[config.mk]
export PLATFORM = sky130hd
export DESIGN_NAME = fd_pair_latch_flat
export DESIGN_NICKNAME = d
export VERILOG_FILES = /design/src/rtl/fd_pair_latch_if.sv /design/src/rtl/fd_pair_latch.sv /design/src/flat_wrapper.sv
export SDC_FILE = /design/constraint.sdc
export NUM_CORES = 1
export LEC_CHECK = 0
export ABC_AREA = 1
export ABC_CLOCK_PERIOD_IN_PS = 3980
export BUFFER_PORTS_ARGS = -buffer_cell sky130_fd_sc_hd__buf_4
export CAP_MARGIN = 20
export CORE_MARGIN = 2
export CORE_UTILIZATION = 52
export DETAILED_ROUTE_END_ITERATION = 7
export GPL_TIMING_DRIVEN = 0
export PLACE_DENSITY = 0.91
export SYNTH_ARGS = -nofsm -noshare
export SYNTH_HDL_FRONTEND = slang
export SYNTH_SLANG_ARGS = --single-unit
[constraint.sdc]
create_clock -name i_clk -period 3.98 [get_ports i_clk]
set_input_delay 0.199 -clock i_clk [delete_from_list [all_inputs] [get_ports i_clk]]
set_output_delay 0.199 -clock i_clk [all_outputs]
set_load 0.01 [all_outputs]
[src/rtl/fd_pair_latch_if.sv]
// Bundle of fetch-side inputs, hazard controls and FD/DX-side outputs for the
// dual-issue fetch/decode pipeline latch.
interface fd_pair_latch_if;
   logic        i_if_valid;
   logic [31:0] i_if_pc;
   logic [31:0] i_if_insn0;
   logic [31:0] i_if_insn1;
   logic        i_fd_write;
   logic        i_control;
   logic        i_split;
   logic        i_flush;
   logic [31:0] o_fd_pc;
   logic [31:0] o_fd_insn0;
   logic [31:0] o_fd_insn1;
   logic        o_fd_valid0;
   logic        o_fd_valid1;
   logic [31:0] o_dx_insn0;
   logic [31:0] o_dx_insn1;
   logic        o_pc_advance;
   logic [7:0]  o_stall_cnt;

   modport master (
      output i_if_valid, i_if_pc, i_if_insn0, i_if_insn1,
      output i_fd_write, i_control, i_split, i_flush,
      input  o_fd_pc, o_fd_insn0, o_fd_insn1, o_fd_valid0, o_fd_valid1,
      input  o_dx_insn0, o_dx_insn1, o_pc_advance, o_stall_cnt
   );

   modport slave (
      input  i_if_valid, i_if_pc, i_if_insn0, i_if_insn1,
      input  i_fd_write, i_control, i_split, i_flush,
      output o_fd_pc, o_fd_insn0, o_fd_insn1, o_fd_valid0, o_fd_valid1,
      output o_dx_insn0, o_dx_insn1, o_pc_advance, o_stall_cnt
   );
endinterface

[src/rtl/fd_pair_latch.sv]
// Fetch/decode pipeline latch for an instruction pair, with split-issue replay
// of the younger instruction, hold/flush handling and a saturating stall counter.
//
// state    | meaning
// ST_EMPTY | no valid instruction latched
// ST_PAIR  | both slots valid (older in slot 0, younger in slot 1)
// ST_YOUNG | replayed younger instruction alone in slot 0
module fd_pair_latch #(
   parameter logic [31:0] NOP = 32'h00000000
) (
   input  logic           i_clk,
   input  logic           i_rst_n,
   fd_pair_latch_if.slave bus
);

   typedef enum logic [1:0] {
      ST_EMPTY = 2'd0,
      ST_PAIR  = 2'd1,
      ST_YOUNG = 2'd2
   } state_t;

   state_t      r_state;
   state_t      w_state_nxt;
   logic [31:0] r_pc;
   logic [31:0] w_pc_nxt;
   logic [31:0] r_insn0;
   logic [31:0] w_insn0_nxt;
   logic [31:0] r_insn1;
   logic [31:0] w_insn1_nxt;
   logic        r_valid0;
   logic        w_valid0_nxt;
   logic        r_valid1;
   logic        w_valid1_nxt;
   logic [7:0]  r_stall_cnt;
   logic [7:0]  w_stall_cnt_nxt;
   logic        w_split_acc;
   logic        w_stall_evt;

   always_ff @(posedge i_clk or negedge i_rst_n) begin
      if (!i_rst_n) begin
         r_state     <= ST_EMPTY;
         r_pc        <= 32'h00000000;
         r_insn0     <= NOP;
         r_insn1     <= NOP;
         r_valid0    <= 1'b0;
         r_valid1    <= 1'b0;
         r_stall_cnt <= 8'h00;
      end else begin
         r_state     <= w_state_nxt;
         r_pc        <= w_pc_nxt;
         r_insn0     <= w_insn0_nxt;
         r_insn1     <= w_insn1_nxt;
         r_valid0    <= w_valid0_nxt;
         r_valid1    <= w_valid1_nxt;
         r_stall_cnt <= w_stall_cnt_nxt;
      end
   end

   // Split only means something while a younger instruction is actually present.
   assign w_split_acc = (r_state == ST_PAIR) && bus.i_split;
   assign w_stall_evt = !bus.i_fd_write || bus.i_control;

   always_comb begin
      w_state_nxt     = r_state;
      w_pc_nxt        = r_pc;
      w_insn0_nxt     = r_insn0;
      w_insn1_nxt     = r_insn1;
      w_valid0_nxt    = r_valid0;
      w_valid1_nxt    = r_valid1;
      w_stall_cnt_nxt = r_stall_cnt;

      if (w_stall_evt && (r_stall_cnt != 8'hFF)) begin
         w_stall_cnt_nxt = r_stall_cnt + 8'd1;
      end

      if (bus.i_flush) begin
         w_state_nxt  = ST_EMPTY;
         w_insn0_nxt  = NOP;
         w_insn1_nxt  = NOP;
         w_valid0_nxt = 1'b0;
         w_valid1_nxt = 1'b0;
      end else if (!bus.i_fd_write) begin
         w_state_nxt = r_state;
      end else if (w_split_acc) begin
         w_state_nxt  = ST_YOUNG;
         w_pc_nxt     = r_pc + 32'd1;
         w_insn0_nxt  = r_insn1;
         w_insn1_nxt  = NOP;
         w_valid0_nxt = 1'b1;
         w_valid1_nxt = 1'b0;
      end else if (bus.i_if_valid) begin
         w_state_nxt  = ST_PAIR;
         w_pc_nxt     = bus.i_if_pc;
         w_insn0_nxt  = bus.i_if_insn0;
         w_insn1_nxt  = bus.i_if_insn1;
         w_valid0_nxt = 1'b1;
         w_valid1_nxt = 1'b1;
      end else begin
         w_state_nxt  = ST_EMPTY;
         w_insn0_nxt  = NOP;
         w_insn1_nxt  = NOP;
         w_valid0_nxt = 1'b0;
         w_valid1_nxt = 1'b0;
      end
   end

   assign bus.o_fd_pc     = r_pc;
   assign bus.o_fd_insn0  = r_insn0;
   assign bus.o_fd_insn1  = r_insn1;
   assign bus.o_fd_valid0 = r_valid0;
   assign bus.o_fd_valid1 = r_valid1;
   assign bus.o_stall_cnt = r_stall_cnt;

   assign bus.o_dx_insn0 = (r_valid0 && !bus.i_control) ? r_insn0 : NOP;
   assign bus.o_dx_insn1 = (r_valid1 && !bus.i_control && !w_split_acc) ? r_insn1 : NOP;

   // Reset gating keeps fetch frozen while the latch is held in reset.
   assign bus.o_pc_advance = i_rst_n && !bus.i_flush && bus.i_fd_write &&
                             !w_split_acc && bus.i_if_valid;

endmodule

[src/flat_wrapper.sv]
// flat-port wrapper written by rule: the top's interface ports become plain ports
module fd_pair_latch_flat 
#(
   parameter logic [31:0] NOP = 32'h00000000
)
  (i_clk, i_rst_n, bus_i_if_valid, bus_i_if_pc, bus_i_if_insn0, bus_i_if_insn1, bus_i_fd_write, bus_i_control, bus_i_split, bus_i_flush, bus_o_fd_pc, bus_o_fd_insn0, bus_o_fd_insn1, bus_o_fd_valid0, bus_o_fd_valid1, bus_o_dx_insn0, bus_o_dx_insn1, bus_o_pc_advance, bus_o_stall_cnt);
  fd_pair_latch_if bus_i ();
  input  logic i_clk;
  input  logic i_rst_n;
  input wire logic [$bits(bus_i.i_if_valid)-1:0] bus_i_if_valid;
  input wire logic [$bits(bus_i.i_if_pc)-1:0] bus_i_if_pc;
  input wire logic [$bits(bus_i.i_if_insn0)-1:0] bus_i_if_insn0;
  input wire logic [$bits(bus_i.i_if_insn1)-1:0] bus_i_if_insn1;
  input wire logic [$bits(bus_i.i_fd_write)-1:0] bus_i_fd_write;
  input wire logic [$bits(bus_i.i_control)-1:0] bus_i_control;
  input wire logic [$bits(bus_i.i_split)-1:0] bus_i_split;
  input wire logic [$bits(bus_i.i_flush)-1:0] bus_i_flush;
  output wire logic [$bits(bus_i.o_fd_pc)-1:0] bus_o_fd_pc;
  output wire logic [$bits(bus_i.o_fd_insn0)-1:0] bus_o_fd_insn0;
  output wire logic [$bits(bus_i.o_fd_insn1)-1:0] bus_o_fd_insn1;
  output wire logic [$bits(bus_i.o_fd_valid0)-1:0] bus_o_fd_valid0;
  output wire logic [$bits(bus_i.o_fd_valid1)-1:0] bus_o_fd_valid1;
  output wire logic [$bits(bus_i.o_dx_insn0)-1:0] bus_o_dx_insn0;
  output wire logic [$bits(bus_i.o_dx_insn1)-1:0] bus_o_dx_insn1;
  output wire logic [$bits(bus_i.o_pc_advance)-1:0] bus_o_pc_advance;
  output wire logic [$bits(bus_i.o_stall_cnt)-1:0] bus_o_stall_cnt;
  assign bus_i.i_if_valid = bus_i_if_valid;
  assign bus_i.i_if_pc = bus_i_if_pc;
  assign bus_i.i_if_insn0 = bus_i_if_insn0;
  assign bus_i.i_if_insn1 = bus_i_if_insn1;
  assign bus_i.i_fd_write = bus_i_fd_write;
  assign bus_i.i_control = bus_i_control;
  assign bus_i.i_split = bus_i_split;
  assign bus_i.i_flush = bus_i_flush;
  assign bus_o_fd_pc = bus_i.o_fd_pc;
  assign bus_o_fd_insn0 = bus_i.o_fd_insn0;
  assign bus_o_fd_insn1 = bus_i.o_fd_insn1;
  assign bus_o_fd_valid0 = bus_i.o_fd_valid0;
  assign bus_o_fd_valid1 = bus_i.o_fd_valid1;
  assign bus_o_dx_insn0 = bus_i.o_dx_insn0;
  assign bus_o_dx_insn1 = bus_i.o_dx_insn1;
  assign bus_o_pc_advance = bus_i.o_pc_advance;
  assign bus_o_stall_cnt = bus_i.o_stall_cnt;
  fd_pair_latch #(.NOP(NOP)) u_core (.i_clk(i_clk), .i_rst_n(i_rst_n), .bus(bus_i));
endmodule
; ---- After elaboration in Yosys (flattened, before gate mapping)
; Index checks and enable logic that the tools add are counted.
[totals]
ff_bits = 108
in_bits = 103
out_inout_bits = 171
wordCells = 52
[op_classes]
addsub = 2
eq_ne = 2
muxes = 23
bitwise_logic = 1
n_reduce_logical = 17
[ops]
columns = op, count
row1 = $mux 32, 12
row2 = $add 32x1->32 const B, 1
row3 = $logic_and 1x1->1, 9
row4 = $add 8x1->8 const B, 1
row5 = $mux 1, 8
row6 = $ne 8x8->1 const B, 1
row7 = $mux 2, 3
row8 = $logic_not 1->1, 4
row9 = $reduce_bool 2->1, 2
row10 = $reduce_and 3->1, 1
row11 = $eq 2x1->1 const B, 1
row12 = $logic_or 1x1->1, 1
row13 = $not 1->1, 1

; ---- Logic depth before layout (Yosys ltp)
; Gate-level depths: netlist of run 1.
[logic_depth]
ltp_word = 5
depth_mapped = 10

; ---- Worst setup path before layout of run 1
; OpenSTA, ideal clock, no wires.
[synth_path]
path_kind = reg2out
from = register u_core.r_state[0]
to = output port bus_o_pc_advance
t_arrival_ns = 1.314
path_slack_ns = 2.467
path_stages_with_launch = 6
cell_sequence = dfrtp_1 nand3_1 buf_2 buf_1 nand2_1 nor2_1
[synth_between]
elab_chain_len = 5
[synth_rtl]
columns = item, line_no
row1 = start: declaration, fd_pair_latch.sv:22  ; state_t r_state;
row2 = start signal: assignment, fd_pair_latch.sv:49  ; r_state <= w_state_nxt;
row3 = $eq 2x1->1, fd_pair_latch.sv:60  ; assign w_split_acc = (r_state == ST_PAIR) && bus.i_split;
row4 = $logic_and 1x1->1, fd_pair_latch.sv:60
row5 = $logic_not 1->1, fd_pair_latch.sv:119  ; !w_split_acc && bus.i_if_valid;
row6 = $logic_and 1x1->1, fd_pair_latch.sv:118  ; assign bus.o_pc_advance = i_rst_n && !bus.i_flush && bus.i_fd_write &&
row7 = $logic_and 1x1->1, fd_pair_latch.sv:119
row8 = end: declaration, flat_wrapper.sv:25  ; output wire logic [$bits(bus_i.o_pc_advance)-1:0] bus_o_pc_advance;
; Every way passes these cells.

; ---- Worst setup path in the final report of run 1
; Same ends and word-level chain as after synthesis.

==> results of run 1 <==
==> worst min path at each step <==
stage	from	to	slack (ns)	cells after the start
floorplan	i_rst_n	u_core.bus.o_fd_insn0[0]	-0.1	0
CTS	bus_i_if_insn1[30]	u_core.bus.o_fd_insn1[30]	0.07	3
global placement	bus_i_if_insn1[26]	u_core.bus.o_fd_insn1[26]	0.43	3
finish	bus_i_if_insn1[30]	u_core.bus.o_fd_insn1[30]	0.07	3
detailed placement	i_rst_n	u_core.bus.o_fd_pc[13]	0.29	1
global route	bus_i_if_insn1[2]	u_core.bus.o_fd_insn1[2]	0.08	3
==> stage by stage <==
step | utilization | std cells | worst slack [ns]
floorplan | - | 837 | 2.467
detailed placement | 0.7298 | 1253 | 2.118
finish | 0.7560 | 1269 | 1.736
CTS | 0.7560 | 1269 | 1.709
global placement | 0.7274 | 1252 | 2.069
global route | 0.7560 | 1269 | 1.557
==> power by group <==
| part | switching (mW) | internal, mW |
|---|---|---|
| registers | 0.166 | 1.20 |
| clock network | 0.422 | 0.486 |
| logic | 0.429 | 0.363 |
==> kinds of logic (layout without fill, tap and decap cells) <==
logic type,count (synthesis),in the layout,synth area share
DFF,107,107,0.4374
buffers and inverters,155,444,0.1081
xor gates and xnor gates,8,8,0.01145
AOI/OAI and AO/OA,114,114,0.1145
adders and majority gates,2,2,0.004088
and+or+nand+nor,451,451,0.3244
==> layer usage <==
metal | global-route usage | vias up
met5 | 0 | -
met1 | 0.4399 | 3290
met2 | 0.5920 | 402
met4 | 0.1447 | 0
met3 | 0.09071 | 59
li1 | - | 3258
==> cells in the mapped netlist, types with 6 or more instances <==
library cell | count | area (µm²)
dfrtp_1 | 107 | 2678
nor2_1 | 125 | 469.2
buf_2 | 18 | 90.09
clkbuf_1 | 14 | 52.55
nand3_1 | 99 | 495.5
a21oi_1 | 21 | 105.1
inv_1 | 106 | 397.9
o21ai_1 | 8 | 40.04
nand2_1 | 194 | 728.2
nand4_1 | 8 | 50.05
o21ai_0 | 47 | 235.2
o221ai_1 | 32 | 280.3
xnor2_1 | 6 | 52.55
==> cell type report <==
class                           count  area share
Buffer                             45     0.02872
Clock buffer                        9     0.02598
Clock inverter                      6    0.007505
Inverter                          110     0.04763
Multi-Input combinational cell    575      0.3208
Sequential cell                   107      0.3088
Tap cell                          143     0.02064
Timing Repair Buffer              274      0.2399
==> sequential cells by signal, summed over array words and instances (netlist names) <==
register                cells
u_core.bus.o_fd_insn0      32
u_core.bus.o_fd_valid0      1
u_core.bus.o_fd_insn1      32
u_core.bus.o_fd_pc         32
u_core.bus.o_stall_cnt      8
u_core.r_state              2
==> critical path, stage by stage, from the launching register on <==
cell     delay, ns
dfrtp_1       0.41
nand3_1       0.17
buf_2         0.30
buf_1         0.40
nand2_1       0.15
nor2_1        0.13
buf_4         0.14
==> flow_summary.yaml, run 1 <==
outcome:
  status: "completed"
sta:
  fin_worst_skew_ns: 0.01023
  slew_headroom: 0.5076
  rsz0062_at_grt: "false"
  timing.fmax_ghz: 0.4456
  setup_tns_ns: 0
  finalCriticalPeriod_ns: 2.244
  fin_crit_sh: 0.5639
  holdWs_ns: 0.07480
  setup_viol: 0
  hold_violations: 0
  drv_slew: 0
  tightest_slew_ns: 0.7386
layout:
  final_common_cell: "buf_4"
  fin_area_um2: 8670
  n_antenna_cell: 0
  regArea_um2: 2678
  fillers: 895
  finalNetCount: 1227
  area_growth_pct: 41.64
  final_cell_mix: "buf_4, nand2_1, nor2_1"
  drive_gt1_frac: 0.3037
  multi_input_area_um2: 2781
yosys:
  netlist_area_um2: 6121
  avgSynthCellArea_um2: 7.313
  synthCells: 837
  synth_warnings: 0
  seq_area_frac_synth: 0.4374
  async_flop_share: 1.000
  yosysUniqueCellTypes: 34
  synth-seq-cells: 107
  syn_nets: 942
  synth-edff-count: 0
  synth_ff_type: "dfrtp_1"
floorplan:
  die_y_um: 112.5
  core_area_um2: 11470
  rows: 39
  start_util: 0.5338
  die_width_um: 112.5
  die_area_um2: 12660
  io_pins: 274
cts:
  cts_root_buf: "clkbuf_16"
  path_clk_slew_ns: 0.07
  cts_sinks: 107
  cts_tree: "done"
  cts-hold-fix-buffers: 1
  cts_resized: 0
  clockBufferDepth: 2
  clock_latency_ns: 0.36
  numCtsBuffers: 9
  cts-htree-levels: 3
  post_cts_buffers: 0
worst_setup_path:
  setup.worst_path.start: "u_core.r_state[0]"
  critPathArrivalTime_ns: 2.05
  crit_fanout: 10
  crit_path_start_kind: "flip-flop"
  endpoint_kind: "primary output"
  r2r_start: "u_core.bus.o_fd_pc[1]"
  r2r_slack_ns: 2.17
  required_ns: 3.78
  r2r-end: "u_core.bus.o_fd_pc[28]"
  crit_type: "flip-flop to primary output"
  crit_end: "bus_o_pc_advance"
  reg2reg_depth: 10
global_route:
  grt_max_degree: 56
  overflow: 0
  first_global_vias: 6768
  grt_pass1_wl_um: 35310
  grt_usage: 0.3542
  antenna_found_initial: 0
place:
  dp_hpwl_um: 17190
  io_buffers: 272
  placed_area_um2: 8369
  gp_congestion: 0.9646
detailed_routing:
  viasPerCell: 5.523
  wl_met2_um: 11070
  ant_nets: 0
  dr.pass1.iters: 5
  route.detailed.drc: 0
  drt_iter0_drc: 679
  highest_layer: "met4"
  via_count: 7009
  wirelength_um: 22360
  wl_per_cell_um: 17.62
  wl_met1_um: 8303
  wl_met3_um: 2165
pwr:
  power_mw: 3.069
  p_per_area_nw_per_um2: 354.0
  peakVddDrop_v: 0.0002852
  leakagePower_nw: 4.323
job:
  drv_cap: 0
worst_hold_path:
  hold_class: "primary input to flip-flop"
Note: power is estimated with default switching activity, not from simulation.
==> inputs of run 2 (changes only) <==
- ABC_CLOCK_PERIOD_IN_PS: 3980 -> 2330
- CORE_UTILIZATION: 52 -> 48
- PLACE_DENSITY: 0.91 -> 0.85
- clock period: 3.98 -> 2.33 ns (I/O delays scaled with it)
==> flow_summary.yaml, run 2 (synthesis gave the netlist of run 1 again) <==
outcome:
  status: "complete, but fails checks"
  violations: "negative hold slack"
layout:
  fin_util: 0.7205
  n_antenna_cell: 0
  drive_gt1_frac: 0.2965
  area_growth_pct: 47.34
  finalNetCount: 1257
  final_cell_mix: "buf_4, nand2_1, nor2_1"
  final_common_cell: "buf_4"
worst_hold_path:
  hold_start: "bus_i_if_insn1[20]"
  hold_class: "primary input to flip-flop"
  hold-path-endpoint: "u_core.bus.o_fd_insn1[20]"
  min_path_cells: 3
sta:
  rsz0062_at_grt: "false"
  fin_crit_sh: 0.9307
  slew_headroom: 0.4913
  setup_viol: 0
  hold_violations: 1
  fin_worst_skew_ns: 0.01173
  drv_slew: 0
  timing.fmax_ghz: 0.4611
  finalCriticalPeriod_ns: 2.169
  setup_tns_ns: 0
  tightest_slew_ns: 0.7630
  holdWs_ns: -0.01103
pwr:
  power_mw: 5.320
  peakVddDrop_v: 0.0003353
  p_per_area_nw_per_um2: 589.9
  leakagePower_nw: 4.441
detailed_routing:
  ant_nets: 0
  route.detailed.drc: 0
  drt_iter0_drc: 826
  wl_per_cell_um: 17.32
  wirelength_um: 23020
  dr.pass1.iters: 5
  via_count: 7123
  viasPerCell: 5.360
worst_setup_path:
  crit_fanout: 10
  r2r_slack_ns: 0.46
  r2r_start: "u_core.r_state[0]"
  setup.worst_path.start: "u_core.r_state[0]"
  reg2reg_depth: 5
  r2r-end: "u_core.bus.o_fd_insn0[26]"
  critPathArrivalTime_ns: 2.05
  required_ns: 2.21
  crit_path_start_kind: "flip-flop"
  crit_type: "flip-flop to primary output"
  endpoint_kind: "primary output"
place:
  io_buffers: 272
  gp_congestion: 0.9398
  dp_hpwl_um: 16910
cts:
  clock_latency_ns: 0.36
  cts-htree-levels: 3
  cts_sinks: 107
  clockBufferDepth: 2
  numCtsBuffers: 9
  cts_tree: "done"
  path_clk_slew_ns: 0.07
  post_cts_buffers: 0
  cts_root_buf: "clkbuf_16"
floorplan:
  rows: 41
  die_width_um: 116.9
  start_util: 0.4890
  die_y_um: 116.9
  io_pins: 274
  die_area_um2: 13670
  core_area_um2: 12520
global_route:
  grt_pass1_wl_um: 34660
  grt_usage: 0.3319
  antenna_found_initial: 0
  first_global_vias: 6722
  grt_max_degree: 67
  overflow: 0
job:
  drv_cap: 0
==> run 2: worst max-delay path, stage by stage, from the launching register on <==
cell	delay, ns
dfrtp_1	0.42
nand3_1	0.18
buf_2	0.29
buf_1	0.42
nand2_1	0.15
nor2_1	0.11
buf_4	0.13
==> run 2: worst max path at each step <==
stage / end / slack (ns) / cells after the start
CTS: bus_o_pc_advance / 0.14 / 6
global route: bus_o_pc_advance / 0.01 / 6
finish: bus_o_pc_advance / 0.16 / 6
floorplan: u_core.bus.o_fd_pc[28] / 0.85 / 10
global placement: u_core.bus.o_fd_insn0[30] / 0.53 / 5
detailed placement: u_core.bus.o_fd_insn0[28] / 0.46 / 5
==> run 2: per-layer routing <==
layer	part of all wire	vias up	track usage	wire length, µm
li1	-	3326	-	-
met1	0.38	3310	0.4169	8673
met2	0.50	412	0.5487	11510
met3	0.081	75	0.06488	1863
met4	0.042	0	0.1663	966
met5	0	-	0	0
==> run 2: where the power goes <==
group / internal, mW / total [mW] / switching [mW]
logic: 0.652 / 1.40 / 0.749
clock network: 0.840 / 1.59 / 0.747
registers: 2.05 / 2.33 / 0.277
==> run 2: stage by stage <==
step / hold WS (ns) / setup WS [ns] / cells / area (µm²)
floorplan: -0.1791 / 0.8489 / 837 / 6121
global placement: 0.3479 / 0.5336 / 1281 / 8378
detailed placement: 0.1523 / 0.4567 / 1282 / 8406
CTS: 0.0004917 / 0.1432 / 1329 / 9019
global route: 0.01326 / 0.01449 / 1329 / 9019
finish: -0.01103 / 0.1614 / 1329 / 9019
==> run 2: what timing repair did <==
item	CTS	global route
endpoints found under the setup margin	0	0
gates resized for setup	0	0
hold endpoints to repair	72	0
hold buffers	31	0
==> run 2: final cells by class <==
| cell class | count | area, µm² |
|---|---|---|
| flip-flops and latches | 107 | 2678 |
| clock buffers | 9 | 225.2 |
| plain buffers | 45 | 249.0 |
| well taps | 172 | 215.2 |
| clock inverters | 7 | 77.57 |
| fillers | 996 | 3498 |
| inverters | 110 | 412.9 |
| repair buffers | 304 | 2380 |
| multi-input cells | 575 | 2781 |
